===== config.mk =====
export PLATFORM = sky130hd
export DESIGN_NAME = uart_tx_port
export DESIGN_NICKNAME = d
export VERILOG_FILES = /design/src/rtl/uart_tx_port.sv
export SDC_FILE = /design/constraint.sdc
export NUM_CORES = 1
export LEC_CHECK = 0
export CORE_ASPECT_RATIO = 1.5
export CORE_MARGIN = 2
export CORE_UTILIZATION = 30
export CTS_CLUSTER_DIAMETER = 120
export DETAILED_ROUTE_END_ITERATION = 7
export PLACE_DENSITY = 0.43
export SETUP_SLACK_MARGIN = 0.5
export SLEW_MARGIN = 10
export SYNTH_ARGS = -nofsm -noshare
export SYNTH_HDL_FRONTEND = slang
export SYNTH_SLANG_ARGS = --single-unit

===== constraint.sdc =====
create_clock -name clock -period 3.4 [get_ports clock]
set_input_delay 0.34 -clock clock [delete_from_list [all_inputs] [get_ports clock]]
set_output_delay 0.34 -clock clock [all_outputs]
set_load 0.005 [all_outputs]

===== src/rtl/uart_tx_port.sv =====
// uart_tx_port: bus-attached 8N1 UART transmitter with a small TX FIFO.
// Registered read port; irq signals an idle transmitter with an empty FIFO.
module uart_tx_port #(
    parameter int CLKS_PER_BIT = 434,
    parameter int FIFO_DEPTH   = 4
) (
    input  logic       clock,
    input  logic       reset,
    input  logic       cs,
    input  logic       wr,
    input  logic       rd_strobe,
    output logic       rd_busy,
    input  logic [2:0] addr,
    input  logic [7:0] in_data,
    output logic [7:0] out_data,
    output logic       tx_out,
    output logic       irq,
    output logic       tx_complete
);

    localparam int CW = (CLKS_PER_BIT > 1) ? $clog2(CLKS_PER_BIT) : 1;
    localparam int PW = $clog2(FIFO_DEPTH);
    localparam int NW = PW + 1;
    localparam logic [CW-1:0] CNT_LAST = CW'(CLKS_PER_BIT - 1);
    localparam logic [NW-1:0] CNT_FULL = NW'(FIFO_DEPTH);

    typedef enum logic [1:0] {
        IDLE,
        START,
        DATA,
        STOP
    } state_t;

    state_t        state_q;
    logic [CW-1:0] cnt_q;
    logic [2:0]    bit_q;
    logic [7:0]    shift_q;
    logic          tx_out_q;
    logic          tx_complete_q;

    logic [7:0]    mem_q [FIFO_DEPTH];
    logic [PW-1:0] wptr_q, wptr_d;
    logic [PW-1:0] rptr_q, rptr_d;
    logic [NW-1:0] count_q, count_d;
    logic          wr_seen_q, wr_seen_d;
    logic          irq_en_q, irq_en_d;
    logic          overflow_q, overflow_d;
    logic [7:0]    out_data_q, out_data_d;
    logic          rd_busy_q, rd_busy_d;
    logic          irq_q, irq_d;

    logic       wr_act, wr_pulse, rd_act;
    logic       push_req, ctrl_wr, flush;
    logic       fifo_empty, fifo_full, tx_busy;
    logic       pop, push, ovf_set;
    logic [7:0] status, rdata;

    // Writes are edge-qualified so a held strobe pushes only once.
    assign wr_act   = !cs && !wr;
    assign wr_pulse = wr_act && !wr_seen_q;
    assign rd_act   = !cs && rd_strobe;

    assign push_req = wr_pulse && (addr == 3'd2);
    assign ctrl_wr  = wr_pulse && (addr == 3'd0);
    assign flush    = ctrl_wr && in_data[7];

    assign fifo_empty = (count_q == '0);
    assign fifo_full  = (count_q == CNT_FULL);
    assign tx_busy    = (state_q != IDLE);

    assign pop     = !tx_busy && !fifo_empty && !flush;
    assign push    = push_req && !flush && (!fifo_full || pop);
    assign ovf_set = push_req && !flush && fifo_full && !pop;

    assign status = {3'b000, overflow_q, irq_en_q,
                     fifo_empty, fifo_full, tx_busy};
    assign rdata  = (addr == 3'd0) ? status : 8'h00;

    always_comb begin
        wr_seen_d  = wr_act;
        irq_en_d   = ctrl_wr ? in_data[3] : irq_en_q;
        overflow_d = overflow_q;
        if (ovf_set) begin
            overflow_d = 1'b1;
        end else if (rd_act && (addr == 3'd0)) begin
            overflow_d = 1'b0;
        end
        wptr_d  = push ? wptr_q + 1'b1 : wptr_q;
        rptr_d  = rptr_q;
        count_d = count_q;
        if (flush) begin
            rptr_d  = wptr_q;
            count_d = '0;
        end else begin
            if (pop) begin
                rptr_d = rptr_q + 1'b1;
            end
            case ({push, pop})
                2'b10:   count_d = count_q + 1'b1;
                2'b01:   count_d = count_q - 1'b1;
                default: count_d = count_q;
            endcase
        end
        out_data_d = rd_act ? rdata : out_data_q;
        rd_busy_d  = rd_act;
        irq_d      = irq_en_q && fifo_empty && !tx_busy;
    end

    always_ff @(posedge clock or negedge reset) begin
        if (!reset) begin
            wptr_q     <= '0;
            rptr_q     <= '0;
            count_q    <= '0;
            wr_seen_q  <= 1'b0;
            irq_en_q   <= 1'b0;
            overflow_q <= 1'b0;
            out_data_q <= 8'h00;
            rd_busy_q  <= 1'b0;
            irq_q      <= 1'b0;
        end else begin
            wptr_q     <= wptr_d;
            rptr_q     <= rptr_d;
            count_q    <= count_d;
            wr_seen_q  <= wr_seen_d;
            irq_en_q   <= irq_en_d;
            overflow_q <= overflow_d;
            out_data_q <= out_data_d;
            rd_busy_q  <= rd_busy_d;
            irq_q      <= irq_d;
        end
    end

    always_ff @(posedge clock) begin
        if (push) begin
            mem_q[wptr_q] <= in_data;
        end
    end

    always_ff @(posedge clock or negedge reset) begin
        if (!reset) begin
            state_q       <= IDLE;
            cnt_q         <= '0;
            bit_q         <= '0;
            shift_q       <= '0;
            tx_out_q      <= 1'b1;
            tx_complete_q <= 1'b0;
        end else begin
            tx_complete_q <= 1'b0;
            case (state_q)
                IDLE: begin
                    if (pop) begin
                        state_q  <= START;
                        shift_q  <= mem_q[rptr_q];
                        cnt_q    <= '0;
                        tx_out_q <= 1'b0;
                    end
                end
                START: begin
                    if (cnt_q == CNT_LAST) begin
                        state_q  <= DATA;
                        cnt_q    <= '0;
                        bit_q    <= '0;
                        tx_out_q <= shift_q[0];
                    end else begin
                        cnt_q <= cnt_q + 1'b1;
                    end
                end
                DATA: begin
                    if (cnt_q == CNT_LAST) begin
                        cnt_q <= '0;
                        if (bit_q == 3'd7) begin
                            state_q  <= STOP;
                            tx_out_q <= 1'b1;
                        end else begin
                            bit_q    <= bit_q + 1'b1;
                            shift_q  <= {1'b0, shift_q[7:1]};
                            tx_out_q <= shift_q[1];
                        end
                    end else begin
                        cnt_q <= cnt_q + 1'b1;
                    end
                end
                STOP: begin
                    if (cnt_q == CNT_LAST) begin
                        state_q       <= IDLE;
                        cnt_q         <= '0;
                        tx_complete_q <= 1'b1;
                    end else begin
                        cnt_q <= cnt_q + 1'b1;
                    end
                end
                default: state_q <= IDLE;
            endcase
        end
    end

    assign tx_out      = tx_out_q;
    assign tx_complete = tx_complete_q;
    assign irq         = irq_q;
    assign out_data    = out_data_q;
    assign rd_busy     = rd_busy_q;

endmodule


* Yosys cells after proc, flatten, opt, wreduce, memory -nomap -nowiden
Memory sizes are Yosys's and may differ from the RTL's.
Index checks and enable logic that the tools add are counted.
** Storage, ports and cells
- Register bits after elaboration :: 44
- RAM bits :: 32
- Output and inout port bits :: 12
- Word-level logic and storage cells :: 109
- Memories kept :: 1
** Operators by class
- $add $sub $neg :: 6
- Equal/unequal tests :: 15
- Multiplexer cells :: 33
- Reductions and logical operators :: 39
** Memories
- mem_q :: depth 4, width 8, read ports 1, clocked after memory_dff 0, write ports 1, RTL line 41 : logic [7:0] mem_q [FIFO_DEPTH];
** Operator list (count)
- $mux W8 :: 3
- $mux W9 :: 2
- $pmux W9 S2 :: 1
- $pmux W8 S2 :: 1
- $logic_and A1 B1 Y1 :: 15
- $mux W2 :: 7
- $mux W3 :: 4
- $ne A2 B2 Y1 const B :: 6
- $pmux W3 S2 :: 2
- $reduce_and A4 Y1 :: 3
- $mux W1 :: 10
- $reduce_bool A2 Y1 :: 5
- $add A9 B1 Y9 const B :: 1
- $eq A9 B9 Y1 const B :: 1
- $logic_not A1 Y1 :: 8
- $pmux W2 S4 :: 1
- $add A3 B1 Y3 const B :: 2
- $eq A2 B2 Y1 const B :: 3
- $eq A3 B3 Y1 const B :: 2
- $logic_not A3 Y1 :: 2
- $reduce_bool A3 Y1 :: 2
- $mux W5 :: 1
- $reduce_and A5 Y1 :: 1
- $add A2 B1 Y2 const B :: 2
- other kinds (7) :: 8

* Logic depth before layout (Yosys ltp)
Gate-level depths: netlist (run 1).
- Depth in word-level cells :: 12
- Depth in mapped cells :: 11

* Least setup slack after synthesis (run 1)
OpenSTA, ideal clock, no wires.
- Path type :: reg-to-reg
- From :: reg state_q[0]
- To :: reg count_q[2]
- Arrival :: 2299 ps
- Required time :: 3323 ps
- Path slack :: 1023 ps
- Cell stages (with the launch flop) :: 11
- Cell sequence :: dfrtp_1 inv_1 ha_1 buf_4 o31a_1 nand2_1 nor2_1 fa_1 or4b_1 o211a_1 a21oi_1
** Between the ends
- Longest elaborated chain between the ends :: 9
- Elaborated cells on any way between the ends :: 11
** RTL lines
- from (decl) :: RTL line 34 : state_t state_q;
- from (signal assigned) :: RTL line 141 : state_q <= IDLE;
- from (signal assigned) :: RTL line 152 : state_q <= START;
- from (signal assigned) :: RTL line 160 : state_q <= DATA;
- $reduce_bool A2 Y1 * :: RTL line 69 : assign tx_busy = (state_q != IDLE);
- $logic_not A1 Y1 * :: RTL line 71 : assign pop = !tx_busy && !fifo_empty && !flush;
- $logic_and A1 B1 Y1 * (2 in a row) :: RTL line 71
- $logic_or A1 B1 Y1 :: RTL line 72 : assign push = push_req && !flush && (!fifo_full || pop);
- $logic_and A1 B1 Y1 :: RTL line 72
- $eq A2 B1 Y1 / $eq A2 B2 Y1 (equally long branches) :: RTL line 98 : case ({push, pop})
- $pmux W3 S2 :: RTL line 98
- $mux W3 :: RTL line 91 : if (flush) begin
- to (signal assigned) :: RTL line 123 : count_q <= count_d;
- to (decl) :: RTL line 44 : logic [NW-1:0] count_q, count_d;
Every way passes the cells marked *; elsewhere a longest branch is shown, timed or not.
A chain may end at the register's enable or synchronous reset.

* Final worst setup path (run 1)
- From :: in wr
- To :: reg count_q[2]
** Between the ends
- Longest elaborated chain between the ends :: 12
- Elaborated cells on any way between the ends :: 16
** RTL lines
- from (decl) :: RTL line 10 : input logic wr,
- $logic_not A1 Y1 * :: RTL line 59 : assign wr_act = !cs && !wr;
- $logic_and A1 B1 Y1 * :: RTL line 59
- $logic_and A1 B1 Y1 * :: RTL line 60 : assign wr_pulse = wr_act && !wr_seen_q;
- $logic_and A1 B1 Y1 :: RTL line 64 : assign ctrl_wr = wr_pulse && (addr == 3'd0);
- $logic_and A1 B1 Y1 :: RTL line 65 : assign flush = ctrl_wr && in_data[7];
- $logic_not A1 Y1 :: RTL line 71, 72
- $logic_and A1 B1 Y1 :: RTL line 71
- $logic_or A1 B1 Y1 :: RTL line 72
- $logic_and A1 B1 Y1 :: RTL line 72
- $eq A2 B1 Y1 / $eq A2 B2 Y1 (equally long branches) :: RTL line 98
- $pmux W3 S2 :: RTL line 98
- $mux W3 :: RTL line 91
Marked as above.

==> flow_metrics.tcl, run 1 <==
set metrics [dict create \
    fin_crit_sh_pct 77.9 \
    core_area_sq_um 11900 \
    cts_resized 0 \
    drt_first_pass_iters 4 \
    yosysWarnings 0 \
    synth_cell_type_count 62 \
    port_buffers 24 \
    critPathKind "primary input to register" \
    end_kind "register" \
    required_ns 3.65 \
    overflow 0 \
    die_x_um 93.6 \
    netlist_area_sq_um 3610 \
    diodes 0 \
    die_y_um 138 \
    wl_per_cell_um 15.2 \
    met3_usage_pct 3.11 \
    drive_gt1_share_pct 15.3 \
    drc_errors 0 \
    finClkSkew_ns 0.00579 \
    drt-vias-per-instance 4.82 \
    cp-start-kind "primary input" \
    synth_top_family_by_area "simple AND/OR/NAND/NOR gates" \
    use_met1_pct 13.6 \
    drt-initial-drc-count 73 \
    cts_sinks 73 \
    die_area_sq_um 13000 \
    synth_fa_ha_area_share_pct 5.05 \
    ys_seq_elements 73 \
    status "finished clean" \
    grt_busiest_layer "met2" \
    grt_pass1_wl_um 12000 \
    final-hold-violation-count 0 \
    power_mw 3.30 \
    gp_congestion 0.779 \
    netlist_instances 288 \
    slew-limit-headroom_pct 36.6 \
    pin_count 28 \
    slowest_delay_ns 0.53 \
    hpwl_um 5000 \
    final_net_count 340 \
    cp_slowest_cell "or4b_1" \
    drv_cap 0 \
    worst_slew_pin_slew_ns 0.951 \
    vias 2252 \
    root_buffer "clkbuf_16" \
    power.density_nw_per_um2 774 \
    synth-xor-area-share_pct 1.21 \
    finalNonFillerCells 467 \
    area_delta_synth_final_pct 18.0 \
    timing.fmax_mhz 378 \
    worstHoldPathType "primary input to asynchronous set/reset pin" \
    ys_async_sr_fraction_pct 56.2 \
    rows 49 \
    hold_buffers 0 \
    clk_latency_ns 0.33 \
    drv_slew 0 \
    muxShareOfSynthArea_pct 10.8 \
    fin_crit_ns 2.65 \
    post-place-ws_ns 0.428 \
    grt_max_degree 42 \
    ctsHtreeMaxLevel 3 \
    grt_use_total_pct 12.0 \
    grt_pass1_vias 2388 \
    ys_seq_area_share_pct 55.0 \
    numCtsBuffers 9 \
    synth_compound_gate_area_share_pct 10.6 \
    setup_viol_count_final 0 \
    syn_avg_cell_area_sq_um 12.6 \
    power_leakage_nw 1.71 \
    cp_max_fo 6 \
    cts_tree "built" \
    use_met2_pct 21.1 \
    setup_tns_ns 0 \
    wl_um 7080 \
    path_clk_slew_ns 0.05 \
    clk_path_buf_depth 2 \
    ys.flop_type "dfrtp_1" \
    rsz0062_at_grt "no" \
    dp.cells 452 \
    crit_chain "clkdlybuf4s50_1 > or3_1 > nor2_2 > nor2_1 > fa_1 > or4b_1 > o211a_1 > a21oi_1" \
    worstPathArrival_ns 2.90 \
    antenna_found_initial 0 \
    ir_drop_mv 0.265 \
    synth_edf_count 32 \
    final_antenna_net_count 0 \
    initial_core_util_pct 30.4 \
    layout_setup_ws_ns 0.753 \
    synthSimpleGateAreaFrac_pct 12.9 \
    cts_setup_buffers 0 \
]
[layout make-up]
class / instances / area (sq um)
fillers: 1213 / 7630
flip-flops and latches: 73 / 1990
multi-input cells: 187 / 1480
repair buffers: 28 / 265
clock buffers: 10 / 229
well taps: 153 / 191
clock inverters: 5 / 71.3
inverters: 11 / 41.3
[cell usage in the layout, fill, tap and decap left out, types with 2 or more instances in the layout]
cell	instances
mux2_2	4
xor2_1	2
o21ai_0	14
clkinv_1	3
and2_1	6
inv_1	11
bufinv_16	2
and3_1	4
conb_1	3
a22oi_1	3
mux2_4	7
mux2i_1	5
nand3b_1	2
a21boi_0	2
clkdlybuf4s50_1	23
a211oi_1	3
nor2_1	4
mux4_2	8
or3b_1	2
nor3_1	4
dfrtp_1	40
ha_1	13
nand4_1	2
edfxtp_1	32
clkbuf_16	9
a21oi_1	10
nand2_1	38
nand2b_1	2
xnor2_1	3
a22o_1	9
nand3_1	8
buf_4	4
[sequential cells by signal, indices dropped and copies added, names as in the netlist, 2 cells and up]
name      flops
mem_q        32
cnt_q         9
rptr_q        2
wptr_q        2
shift_q       8
state_q       2
count_q       3
bit_q         3
out_data      5
[worst max-delay path: cells and delay by family]
kind                     cells  cell delay, ns
buffers and inverters        1            0.48
AO/OA/AOI/OAI                2            0.33
adder cells (fa/ha/maj)      1            0.44
AND/OR/NAND/NOR              4            1.30
[path summary, 6_finish.rpt]
path	start	end	slack, ns	cells after the start
max	wr	count_q[2]	0.75	8
min	reset	wr_seen_q	0.16	1
max reg2reg	wr_seen_q	count_q[2]	0.93	7
min reg2reg	out_data[0]	out_data[0]	0.48	2
max in group asynchronous	reset	cnt_q[6]	2.65	1
min in group clock	out_data[0]	out_data[0]	0.48	2
[where the power goes]
group | total, mW | internal, mW | switching, mW
registers | 1.27 | 1.08 | 0.197
logic | 1.06 | 0.558 | 0.503
clock network | 0.969 | 0.630 | 0.339
total | 3.30 | 2.26 | 1.04
[synth_stat cells, drive strengths merged, types with 2 or more instances]
master | n | area, sq um
edfxtp | 32 | 961
nor3 | 6 | 46.3
a22o | 9 | 78.8
nor2 | 5 | 21.3
buf | 13 | 91.3
inv | 11 | 41.3
mux2 | 12 | 161
clkbuf | 6 | 22.5
nand3 | 8 | 40.0
a21boi | 2 | 15.0
a21oi | 10 | 50.1
o21ai | 14 | 70.1
nand2b | 2 | 12.5
nand4 | 2 | 12.5
a211oi | 4 | 35.0
xor2 | 2 | 17.5
xnor2 | 3 | 26.3
and2 | 7 | 45.1
a22oi | 3 | 22.5
nand3b | 2 | 15.0
a31o | 2 | 17.5
nand2 | 38 | 143
dfrtp | 40 | 1000
ha | 13 | 163
or3b | 2 | 17.5
mux4 | 8 | 180
mux2i | 5 | 50.1
and3 | 5 | 32.5
[through the flow]
step                utilization, %  hold slack [ns]  instance area, sq um
floorplan                        -           0.0444                  3620
global placement              33.3            0.472                  3970
detailed placement            33.3            0.477                  3970
CTS                           35.9            0.204                  4270
global route                  35.9            0.231                  4270
finish                        35.9            0.159                  4270
[cell families (layout without fill, tap and decap cells)]
family | count (synthesis) | count (layout)
buffers and inverters | 30 | 54
AO/OA/AOI/OAI | 54 | 54
flip-flops | 73 | 73
other | 1 | 3
multiplexers | 25 | 25
adder cells (fa/ha/maj) | 14 | 14
AND/OR/NAND/NOR | 86 | 86
XOR/XNOR | 5 | 5
[routing by layer]
metal  up-vias  routed length (um)
li1       1090                   -
met2        36                3770
met3        11                 225
met1      1115                2930
met5         -                   0
met4         0                 159
No activity file was read; power rests on OpenSTA's default activity.
==> run 2, diff against run 1 <==
--- a/config.mk
+++ b/config.mk
@@ -10,7 +10,7 @@
 export CORE_UTILIZATION = 30
 export CTS_CLUSTER_DIAMETER = 120
 export DETAILED_ROUTE_END_ITERATION = 7
-export PLACE_DENSITY = 0.43
+export PLACE_DENSITY = 0.44
 export SETUP_SLACK_MARGIN = 0.5
 export SLEW_MARGIN = 10
 export SYNTH_ARGS = -nofsm -noshare
==> constraint.sdc (replaced) <==
create_clock -name clock -period 2.4 [get_ports clock]
set_input_delay 0.24 -clock clock [delete_from_list [all_inputs] [get_ports clock]]
set_output_delay 0.24 -clock clock [all_outputs]
set_load 0.005 [all_outputs]
==> run 2 against run 1 <==
Effect of this change:
- register-to-register slack got worse by 0.75 ns
- sequential power is 36% higher
- global-route usage is 0.62 points higher
- power grew 61%
- final cell count increased by 10%
- count of clock-buffer cells in the layout down 1
==> flow_metrics.tcl, run 2 (synthesis results as in run 1) <==
set metrics [dict create \
    status "finished clean" \
    reg_top3 "mem_q: 32 flops, cnt_q: 9 flops, shift_q: 8 flops" \
    grt_pass1_wl_um 12700 \
    initial_core_util_pct 30.4 \
    vias 2393 \
    layout_setup_ws_ns 0.168 \
    ir_drop_mv 0.452 \
    fin_crit_ns 2.23 \
    setup_viol_count_final 0 \
    finClkSkew_ns 0.00508 \
    worst_slew_pin_slew_ns 0.525 \
    slew-limit-headroom_pct 65.0 \
    dp.cells 484 \
    die_area_sq_um 13000 \
    critPathKind "primary input to register" \
    hpwl_um 5230 \
    cp_max_fo 3 \
    cts_sinks 73 \
    final_antenna_net_count 0 \
    clk_path_buf_depth 2 \
    rsz0062_at_grt "yes" \
    fin_crit_sh_pct 93.0 \
    drv_cap 0 \
    numCtsBuffers 9 \
    final-hold-violation-count 0 \
    power.density_nw_per_um2 1100 \
    top_register "mem_q" \
    power_leakage_nw 1.99 \
    drt_first_pass_iters 4 \
    ctsHtreeMaxLevel 3 \
    fin_util_pct 40.6 \
    wl_per_cell_um 14.3 \
    worstHoldPathType "primary input to asynchronous set/reset pin" \
    layout_common_cells "dfrtp_1, buf_4, nand2_1, edfxtp_1, clkdlybuf4s50_1" \
    final_net_count 386 \
    port_buffers 24 \
    antenna_found_initial 0 \
    end_kind "register" \
    core_area_sq_um 11900 \
    timing.fmax_mhz 448 \
    grt_pass1_vias 2560 \
    cp-start-kind "primary input" \
    drt-initial-drc-count 71 \
    area_delta_synth_final_pct 33.5 \
    drt-vias-per-instance 4.66 \
    post-place-ws_ns -0.210 \
    gp_congestion 0.793 \
    root_buffer "clkbuf_16" \
    rows 49 \
    worstPathArrival_ns 2.49 \
    diodes 0 \
    overflow 0 \
    drive_gt1_share_pct 32.1 \
    largest_register_ff_count 32 \
    die_y_um 138 \
    pin_count 28 \
    required_ns 2.66 \
    path_clk_slew_ns 0.06 \
    clk_latency_ns 0.33 \
    drv_slew 0 \
    die_x_um 93.6 \
    grt_use_total_pct 12.6 \
    finalNonFillerCells 514 \
    drc_errors 0 \
    cts_tree "built" \
    grt_max_degree 26 \
    wl_um 7370 \
]
[run 2: layer usage]
| metal | routed length (um) | share of wire [%] | vias to the layer above | global-route usage (%) |
|---|---|---|---|---|
| met2 | 3900 | 53 | 32 | 21.4 |
| met3 | 231 | 3.1 | 5 | 3.11 |
| li1 | - | - | 1186 | - |
| met4 | 77 | 1.0 | 0 | 4.58 |
| met5 | 0 | 0 | - | 0 |
| met1 | 3160 | 43 | 1170 | 15.5 |
[run 2: layout make-up]
cell class	count	area, sq um
Inverter	11	41.3
Clock buffer	9	225
Clock inverter	7	100
Fill cell	1157	7070
Timing Repair Buffer	74	689
Tap cell	153	191
Sequential cell	73	1990
Multi-Input combinational cell	187	1590
[run 2: path summary, 6_finish.rpt]
kind	from	to	slack (ns)	depth (start not counted)
setup reg to reg	wr_seen_q	count_q[2]	0.18	9
setup / recovery	wr	count_q[2]	0.17	8
min in group clock	out_data[1]	out_data[1]	0.48	2
hold / removal	reset	out_data[0]	0.23	2
hold reg to reg	out_data[1]	out_data[1]	0.48	2
max in group asynchronous	reset	tx_out	1.66	3
[run 2: repair_timing]
item / in CTS / in global routing
endpoints found under the hold margin: 40 / 0
setup buffers: 7 / 6
setup endpoints to repair: 10 / 12
hold buffers: 1 / 0
pin swaps: 3 / 10
gates resized for setup: 10 / 19
[run 2: critical path: stages]
cell and delay, ns:
clkdlybuf4s50_1 0.44, or3_4 0.42, nor2_4 0.13, nor2_2 0.05, fa_2 0.33, or4b_1 0.53, o211a_1 0.23, a21oi_2 0.11
[run 2: power breakdown]
group          switching, mW  internal, mW  leakage (nW)  total (mW)
logic                  0.919          1.21          1.02        2.13
clock network          0.541         0.921         0.161        1.46
registers              0.210          1.52         0.810        1.73
total                   1.67          3.65          1.99        5.32
[run 2: through the flow]
stage	power (mW)	cell area [sq um]	hold slack, ns	TNS (ns)
CTS	5.20	4700	0.234	0
detailed placement	3.59	4280	0.0386	-0.235
global route	5.72	4830	0.255	0
global placement	3.56	4280	0.0385	-0.179
finish	5.32	4830	0.234	0
floorplan	3.06	3640	-0.0556	0
